**config.mk**
```make
export PLATFORM = sky130hd
export DESIGN_NAME = regfile_wb_scoreboard
export DESIGN_NICKNAME = d
export VERILOG_FILES = /design/src/rtl/regfile_wb_scoreboard_pkg.sv /design/src/rtl/regfile_wb_scoreboard_onehot_decoder.sv /design/src/rtl/regfile_wb_scoreboard.sv
export SDC_FILE = /design/constraint.sdc
export NUM_CORES = 2
export LEC_CHECK = 0
export ABC_AREA = 1
export BUFFER_PORTS_ARGS = -buffer_cell sky130_fd_sc_hd__buf_2
export CAP_MARGIN = 40
export CELL_PAD_IN_SITES_DETAIL_PLACEMENT = 0
export CELL_PAD_IN_SITES_GLOBAL_PLACEMENT = 1
export CORE_MARGIN = 2
export CORE_UTILIZATION = 38
export CTS_CLUSTER_DIAMETER = 30
export DETAILED_ROUTE_END_ITERATION = 6
export PLACE_DENSITY_LB_ADDON = 0.1
export SETUP_SLACK_MARGIN = 0.05
export SLEW_MARGIN = 20
export SYNTH_ARGS = -nofsm -noshare
export SYNTH_HDL_FRONTEND = slang
export SYNTH_SLANG_ARGS = --single-unit
export TNS_END_PERCENT = 30
```
**constraint.sdc**
```tcl
create_clock -name clk -period 7.2 [get_ports clk]
set_input_delay 0 -clock clk [delete_from_list [all_inputs] [get_ports clk]]
set_output_delay 0 -clock clk [all_outputs]
set_load 0.05 [all_outputs]
```
**src/rtl/regfile_wb_scoreboard_pkg.sv**
```systemverilog
// Purpose: shared RV32I datapath constants and helpers for the register file slice.
// Latency: n/a (declarations only).
// Backpressure: n/a.
package rv32i_pkg;

  // Default data width of one architectural register.
  localparam int RV_XLEN = 32;

  // Default number of architectural registers.
  localparam int RV_NREG = 32;

  // Address of the hardwired-zero register.
  localparam int RV_ZERO_ADDR = 0;

  // Ceiling log2 for flows without $clog2; returns 0 for n <= 1.
  function automatic int rv_clog2(input int n);
    int r;
    r = 0;
    while ((1 << r) < n) begin
      r = r + 1;
    end
    return r;
  endfunction

endpackage

```
**src/rtl/regfile_wb_scoreboard_onehot_decoder.sv**
```systemverilog
// Purpose: one-hot decode of an address with enable; out-of-range addresses decode to all zeros.
// Latency: combinational.
// Backpressure: none.
// Ports: en (decode enable), addr (AW-bit index), out (NOUT-bit one-hot or zero).
module onehot_decoder #(
  parameter int NOUT = 32,
  parameter int AW   = 5
) (
  input  logic            en,
  input  logic [AW-1:0]   addr,
  output logic [NOUT-1:0] out
);

  always_comb begin
    out = '0;
    // AW can cover more codes than NOUT when NOUT is not a power of two.
    if (en && (32'(addr) < NOUT)) begin
      out[addr] = 1'b1;
    end
  end

endmodule

```
**src/rtl/regfile_wb_scoreboard.sv**
```systemverilog
// Purpose: RV32I register file with write-through bypass, optional hardwired x0 and a pending-write scoreboard.
// Latency: writes and scoreboard updates land 1 cycle after the edge; reads/bypass/busy_x are combinational.
// Backpressure: none; every write and issue is accepted on the edge it is presented.
// Ports: clk/rst (sync active-high); wr_en/wr_addr/wr_data writeback port; iss_en/iss_addr issue port;
//        rd_addr_a/b -> rd_data_a/b, busy_a/b read ports; wen_vec decoded write strobe; busy_vec/pending_cnt scoreboard.
module regfile_wb_scoreboard
  import rv32i_pkg::*;
#(
  parameter int XLEN     = RV_XLEN,
  parameter int NREG     = RV_NREG,
  parameter int ZERO_REG = 1,
  localparam int AW      = $clog2(NREG),
  localparam int CW      = $clog2(NREG + 1)
) (
  input  logic            clk,
  input  logic            rst,
  input  logic            wr_en,
  input  logic [AW-1:0]   wr_addr,
  input  logic [XLEN-1:0] wr_data,
  input  logic            iss_en,
  input  logic [AW-1:0]   iss_addr,
  input  logic [AW-1:0]   rd_addr_a,
  output logic [XLEN-1:0] rd_data_a,
  input  logic [AW-1:0]   rd_addr_b,
  output logic [XLEN-1:0] rd_data_b,
  output logic            busy_a,
  output logic            busy_b,
  output logic [NREG-1:0] wen_vec,
  output logic [NREG-1:0] busy_vec,
  output logic [CW-1:0]   pending_cnt
);

  // Registers that may be written, issued to, or read as stored data.
  localparam logic [NREG-1:0] VALID_MASK =
    (ZERO_REG != 0) ? ~(NREG'(1) << RV_ZERO_ADDR) : '1;

  logic [XLEN-1:0] r_regs [NREG];
  logic [NREG-1:0] r_busy;
  logic [CW-1:0]   r_cnt;

  logic [NREG-1:0] w_wen_raw;
  logic [NREG-1:0] w_set_raw;
  logic [NREG-1:0] w_wen_vec;
  logic [NREG-1:0] w_set_vec;
  logic [NREG-1:0] w_busy_nxt;
  logic [CW-1:0]   w_cnt_nxt;

  // Writes are suppressed during reset so the strobe never claims a write that is discarded.
  onehot_decoder #(.NOUT(NREG), .AW(AW)) u_wen_dec (
    .en   (wr_en & ~rst),
    .addr (wr_addr),
    .out  (w_wen_raw)
  );

  onehot_decoder #(.NOUT(NREG), .AW(AW)) u_iss_dec (
    .en   (iss_en),
    .addr (iss_addr),
    .out  (w_set_raw)
  );

  assign w_wen_vec = w_wen_raw & VALID_MASK;
  assign w_set_vec = w_set_raw & VALID_MASK;

  // Set beats clear: a fresh producer supersedes the one retiring this cycle.
  assign w_busy_nxt = (r_busy & ~w_wen_vec) | w_set_vec;

  always_comb begin
    w_cnt_nxt = '0;
    for (int k = 0; k < NREG; k++) begin
      w_cnt_nxt = w_cnt_nxt + CW'(w_busy_nxt[k]);
    end
  end

  always_ff @(posedge clk) begin
    if (rst) begin
      for (int k = 0; k < NREG; k++) begin
        r_regs[k] <= '0;
      end
      r_busy <= '0;
      r_cnt  <= '0;
    end else begin
      for (int k = 0; k < NREG; k++) begin
        if (w_wen_vec[k]) begin
          r_regs[k] <= wr_data;
        end
      end
      r_busy <= w_busy_nxt;
      r_cnt  <= w_cnt_nxt;
    end
  end

  // Read ports scan the valid registers so invalid addresses fall through to zero / not busy.
  // A source written this cycle sees the bypassed data and is reported as not busy.
  always_comb begin
    rd_data_a = '0;
    rd_data_b = '0;
    busy_a    = 1'b0;
    busy_b    = 1'b0;
    for (int k = 0; k < NREG; k++) begin
      if (VALID_MASK[k] && (rd_addr_a == AW'(k))) begin
        rd_data_a = w_wen_vec[k] ? wr_data : r_regs[k];
        busy_a    = r_busy[k] & ~w_wen_vec[k];
      end
      if (VALID_MASK[k] && (rd_addr_b == AW'(k))) begin
        rd_data_b = w_wen_vec[k] ? wr_data : r_regs[k];
        busy_b    = r_busy[k] & ~w_wen_vec[k];
      end
    end
  end

  assign wen_vec     = w_wen_vec;
  assign busy_vec    = r_busy;
  assign pending_cnt = r_cnt;

endmodule

```
# ---- After elaboration in Yosys (flattened, before gate mapping)
# Memory sizes are Yosys's and may differ from the RTL's.
# Cells that the tools add are included.
dict set report word_totals {
  wordCells 487
  in_bits 56
  output_inout_bits 136
  ff_bits 38
  n_memories 1
  latchBits 0
  ramBits 1024
  mem_bits_ro 0
}
# memory words word_bits read_ports rd_clocked_by_memory_dff write_ports line_no
set mem_list {}
lappend mem_list {r_regs 32 32 31 0 32 regfile_wb_scoreboard.sv:37} ;# logic [XLEN-1:0] r_regs [NREG];
dict set report classes {
  n_reduce_logical 2
  n_lt_le_gt_ge 4
  multipliers 0
  n_addsub 31
  n_div 0
  n_mux 287
  n_eq_ne 62
  n_bitwise 98
  n_shift 0
}
# cell n
set op_table {}
lappend op_table {{$mux W32} 126}
lappend op_table {{$eq A5 B5 Y1 const B} 32}
lappend op_table {{$mux W1} 159}
lappend op_table {{$add A6 B1 Y6} 26}
lappend op_table {{$eq A5 B4 Y1 const B} 16}
lappend op_table {{$eq A5 B3 Y1 const B} 8}
lappend op_table {{$and A1 B1 Y1} 32}
lappend op_table {{$and A32 B32 Y32} 1}
lappend op_table {{$not A1 Y1} 32}
lappend op_table {{$not A32 Y32} 1}
lappend op_table {{$or A32 B32 Y32} 1}
lappend op_table {{$or A1 B1 Y1} 31}
lappend op_table {{$eq A5 B2 Y1 const B} 4}
lappend op_table {{$lt A5 B6 Y1 const B} 2}
lappend op_table {{$demux W1 S5} 2}
lappend op_table {{$eq A5 B1 Y1 const B} 2}
lappend op_table {{$ge A5 B1 Y1 const B} 2}
lappend op_table {{$add A5 B1 Y6} 1}
lappend op_table {{$add A4 B1 Y5} 1}
lappend op_table {{$add A3 B1 Y4} 1}
lappend op_table {{$add A2 B1 Y3} 1}
lappend op_table {{$add A1 B1 Y2} 1}
lappend op_table {{$logic_and A1 B1 Y1} 2}

# ---- Longest topological paths before layout
dict set report depth {
  depth_word 39
  depth_mapped 27
  ltp_nobuf 25
}

# ---- By module
# A second synthesis with hierarchy kept.
dict set report hier_totals {
  hier_cells 8061
  area_unflattened_um2 60186.5
}
# mod instances seq_area_each_um2 cells_each area_each_um2
set modules_own_cells {}
lappend modules_own_cells {regfile_wb_scoreboard 1 30529.3 7961 59786.1}
lappend modules_own_cells {onehot_decoder 2 0.0 50 200.2}

# ---- Least setup slack after synthesis
# OpenSTA, ideal clock, no wires.
dict set report synth_timing {
  kind {input-to-reg}
  start {in rst}
  end {reg r_cnt[4], in the netlist pending_cnt[4]}
  path_buffers 2
  arrival_ns 6.142
  setup_ns 0.070
  cell_stages 23
  slack_ns 0.988
  required_ns 7.130
  cell_sequence {buf_2 -> nor2_1 -> nand2_1 -> nor2_1 -> clkinv_1 -> clkbuf_1 -> nand2_1 -> nand2_1 -> fa_1 -> fa_1 -> fa_1 -> fa_1 -> inv_1 -> fa_1 -> fa_1 -> fa_1 -> inv_1 -> fa_1 -> nand2_1 -> nand2_1 -> a21oi_1 -> o21ai_0 -> a21oi_1}
}
dict set report synth_via {
  elab_cells_between_ends 37
  classes_between {31 x add/sub; 1 x mux; 5 x bitwise}
}
# item line_no
set synth_rtl {}
lappend synth_rtl {{start, declared} regfile_wb_scoreboard.sv:16} ;# input logic rst,
lappend synth_rtl {{$not A1 Y1} regfile_wb_scoreboard.sv:50} ;# .en (wr_en & ~rst),
lappend synth_rtl {{$and A1 B1 Y1} regfile_wb_scoreboard.sv:50}
lappend synth_rtl {{$mux W32} regfile_wb_scoreboard_onehot_decoder.sv:17} ;# if (en && (32'(addr) < NOUT)) begin
lappend synth_rtl {{net wen_vec[26]} regfile_wb_scoreboard.sv:28} ;# output logic [NREG-1:0] wen_vec,
lappend synth_rtl {{$not A32 Y32} regfile_wb_scoreboard.sv:65} ;# assign w_busy_nxt = (r_busy & ~w_wen_vec) | w_set_vec;
lappend synth_rtl {{$and A32 B32 Y32} regfile_wb_scoreboard.sv:65}
lappend synth_rtl {{$or A32 B32 Y32} regfile_wb_scoreboard.sv:65}
lappend synth_rtl {{net w_busy_nxt[26]} regfile_wb_scoreboard.sv:45} ;# logic [NREG-1:0] w_busy_nxt;
lappend synth_rtl {{$add A6 B1 Y6 (6 in series)} regfile_wb_scoreboard.sv:70} ;# w_cnt_nxt = w_cnt_nxt + CW'(w_busy_nxt[k]);
lappend synth_rtl {{end signal, assigned} regfile_wb_scoreboard.sv:88} ;# r_cnt <= w_cnt_nxt;
lappend synth_rtl {{end, declared} regfile_wb_scoreboard.sv:39} ;# logic [CW-1:0] r_cnt;
# The timed path passes the listed nets, and every way through them passes these cells.
# A chain may end at the register's enable or synchronous reset.

# ---- Final worst setup path
dict set report layout_timing {
  start {in wr_en}
  end {reg r_cnt[4], in the netlist pending_cnt[4]}
}
dict set report layout_via {
  elab_chain_len 36
}
# item line_no
set layout_lines {}
lappend layout_lines {{start, declared} regfile_wb_scoreboard.sv:17} ;# input logic wr_en,
lappend layout_lines {{$and A1 B1 Y1 (*)} regfile_wb_scoreboard.sv:50}
lappend layout_lines {{$mux W32 (*)} regfile_wb_scoreboard_onehot_decoder.sv:17}
lappend layout_lines {{$not A32 Y32 (*)} regfile_wb_scoreboard.sv:65}
lappend layout_lines {{$and A32 B32 Y32 (*)} regfile_wb_scoreboard.sv:65}
lappend layout_lines {{$or A32 B32 Y32 (*)} regfile_wb_scoreboard.sv:65}
lappend layout_lines {{$add A1 B1 Y2} regfile_wb_scoreboard.sv:70}
lappend layout_lines {{$add A2 B1 Y3} regfile_wb_scoreboard.sv:70}
lappend layout_lines {{$add A3 B1 Y4} regfile_wb_scoreboard.sv:70}
lappend layout_lines {{$add A4 B1 Y5} regfile_wb_scoreboard.sv:70}
lappend layout_lines {{$add A5 B1 Y6} regfile_wb_scoreboard.sv:70}
lappend layout_lines {{$add A6 B1 Y6 (25 in series)} regfile_wb_scoreboard.sv:70}
lappend layout_lines {{$add A6 B1 Y6 (*)} regfile_wb_scoreboard.sv:70}
# Every way passes the cells marked *; elsewhere a longest branch is shown, timed or not.

==> qor.yml <==
drive_gt1_frac: 0.116
rsz0062_at_grt: "no"
port_buffers: 189
pre_cts_slack_ns: 1.20
worst_pin_slew_ns: 0.925
ys_warn_count: 0
synth_xor_area_frac: 0
critPathMaxStageDelay_ns: 0.77
switching_power_uw: 5690
synth_adder_area_share: 0.00909
synth.top_cells.by_area: "edfxtp_1, nand2_1, nor2_1, o21ai_0, nand4_1"
via_per_inst: 5.40
root_buffer: "clkbuf_16"
crit_start: "wr_en"
path_class: "input pin to flop"
power_uw: 22600
ys_ff_latch: 1029
ant_nets: 0
h-tree-depth: 5
grt_pass1_wl_um: 359000
slew_headroom: 0.381
grt_max_degree: 86
cts_buffers: 332
boundaryPins: 192
fp.coreArea_sq_mm: 0.158
hpwl_um: 158000
yosys.area_share.simple: 0.335
synth_top_family_by_area: "simple AND/OR/NAND/NOR gates"
setup_viol: 0
antenna_found_initial: 22
syn_inst: 8052
tritoncts: "built"
powerDensity_mw_per_mm2: 303
firstDrtPassIters: 6
leakage_uw: 0.0318
ys_seq_area_frac: 0.506
synth_area_leader_cell: "edfxtp_1"
drt_iter0_drc: 5948
synth.area.mux_share: 0
rr_endpoint: "pending_cnt[4]"
synthDistinctLibCells: 38
die_height_um: 402
cp-end-kind: "flop"
crit_end: "pending_cnt[4]"
worst_path_max_delay_cell: "dlygate4sd3_1"
finalCritPeriodShare: 0.851
num_rows: 146
r2r-start: "busy_vec[18]"
crit_arrival_ns: 6.95
reg2reg_slack_ns: 2.09
place_inst: 9950
vias: 57300
p_clk_frac: 0.591
cp.required_ns: 8.02
whs_ns: 0.0566
die-width_um: 402
cts.sinks: 1029
drv_slew: 0
r2r_cells: 19
clkTransAtPathRegs_ns: 0.04
gp_congestion: 0.863
yosys.area.top_type_share: 0.494
hold_class: "input pin to flop"
run_status: "finished clean"
ir_drop_mv: 0.312
clockBufferDepth: 4
fin_ws_ns: 1.08
grt_remaining_overflow: 0
area_growth_pct: 23.8
cts_resized: 0
synthesis.area_sq_mm: 0.0603
start_util: 0.382
die-area_sq_mm: 0.162
synth.avg_cell_area_sq_um: 7.49
worst_setup_path_start_kind: "input pin"
swShare: 0.251
p_seq_frac: 0.313
fin_tns_setup_ns: 0
crit_chain: "dlygate4sd3_1 > buf_2 > nand2_4 > dlygate4sd3_1 > nor2_8 > nand2_2 > buf_4 > a22oi_1 > fa_1 > inv_1 > fa_1 > fa_1 > fa_1 > inv_1 > fa_1 > fa_1 > fa_1 > inv_1 > fa_1 > nand2_1 > nand2_1 > a21oi_1 > o21ai_0 > a21oi_1"
synth_compound_area_frac: 0.0821
finalClockSkew_ns: 0.0187
timing.fmax_ghz: 0.163
hold_violations: 0
wl_um: 244000
maxCapViolCount: 0
cp_max_fo: 36
combPwrFrac: 0.095
power.internal_uw: 16900
grtUsageTotal: 0.296
nets: 8370
wl_per_cell_um: 23.0
grt_pass1_vias: 53500
crit_top_cell: "fa_1"
finalNonFillerCells: 10600
drc: 0
finalCriticalPeriod_ns: 6.12
clock_latency_ns: 0.89
[flip-flops by register name, summed over array words and instances (netlist names)]
name and flops:
busy_vec 31, pending_cnt 6, r_regs 992
[placed cells by master, fill, tap and decap left out, types with 77 or more instances in the layout]
| cell type | count |
|---|---|
| inv_1 | 443 |
| nor2_1 | 1378 |
| buf_4 | 211 |
| o21ai_1 | 77 |
| nand3_1 | 173 |
| nand2_1 | 2823 |
| buf_2 | 189 |
| edfxtp_1 | 992 |
| o21ai_0 | 788 |
| nand4_1 | 453 |
| clkbuf_16 | 340 |
| clkinv_1 | 81 |
[cell usage after synthesis]
master	n
a211oi_1	1
a21oi_1	57
a22oi_1	10
a31o_2	2
a31oi_1	1
buf_1	50
buf_2	35
buf_4	3
clkbuf_1	496
clkinv_1	7
conb_1	1
dfxtp_1	37
edfxtp_1	992
fa_1	23
ha_1	7
inv_1	458
inv_2	20
inv_4	1
nand2_1	2826
nand2_2	3
nand2_4	2
nand3_1	174
nand4_1	453
nand4_4	1
nor2_1	1407
nor2_2	4
nor2_4	2
nor2_8	2
nor3_1	41
nor3_2	1
o21ai_0	788
o21ai_1	77
o21bai_1	26
o22ai_1	2
o31ai_1	3
or2_0	1
or2_1	1
or2_2	37
[timing repair]
item | 4_1_cts | 5_1_grt
hold buffers | 67 | 0
hold endpoints to repair | 545 | 0
buffers inserted | 0 | 0
[power groups by stage]
stage / Clock [uW] / Combinational [uW] / Sequential [uW]
floorplan: 0 / 1320 / 7190
global placement: 0 / 2080 / 7180
detailed placement: 0 / 2100 / 7190
CTS: 13500 / 2140 / 7100
global route: 13900 / 2350 / 7130
finish: 13400 / 2160 / 7100
[worst min path at each step]
stage | from | to | cells after the start
after CTS | wr_data[1] | r_regs[0][33] | 4
final | wr_data[20] | r_regs[0][244] | 4
after global placement | wr_data[31] | r_regs[0][255] | 3
after detailed placement | wr_data[31] | r_regs[0][255] | 3
after floorplan | wr_data[7] | r_regs[0][103] | 2
after global routing | wr_data[1] | r_regs[0][33] | 4
[logic make-up (layout without fill, tap and decap cells)]
group | count (synthesis) | in the layout
compound gates | 967 | 967
buf+inv | 1070 | 1542
fa+ha+maj | 30 | 30
flops | 1029 | 1029
other cells | 1 | 12
simple gates | 4955 | 4955
[critical path: cells and delay by family]
family	cells	cell delay (ns)
AO/OA/AOI/OAI	4	0.59
AND/OR/NAND/NOR	5	0.41
adder cells (fa/ha/maj)	8	3.67
buffers and inverters	7	2.27
[area by class of cell]
class,count,area (sq um)
clock inverter,162,1460
tap,2072,2590
timing repair buffer,481,3450
multi-input combinational,5954,25900
inverter,486,1830
fill,15500,83400
clock buffer,413,8820
sequential,1029,30500
antenna,10,25.0
[per-stage QoR]
stage | util | instance area (sq um)
2_1_floorplan | - | 60300
3_3_place_gp | 0.400 | 63200
3_5_place_dp | 0.403 | 63600
4_1_cts | 0.472 | 74600
5_1_grt | 0.472 | 74600
6_report | 0.472 | 74600
[layer usage]
layer	track usage	vias up	part of all wire
met1	0.425	27200	0.46
li1	-	27100	-
met2	0.442	2505	0.43
met5	0	-	0.00026
met4	0.0995	12	0.029
met3	0.0648	546	0.088
Note: power is estimated with default switching activity, not from simulation.
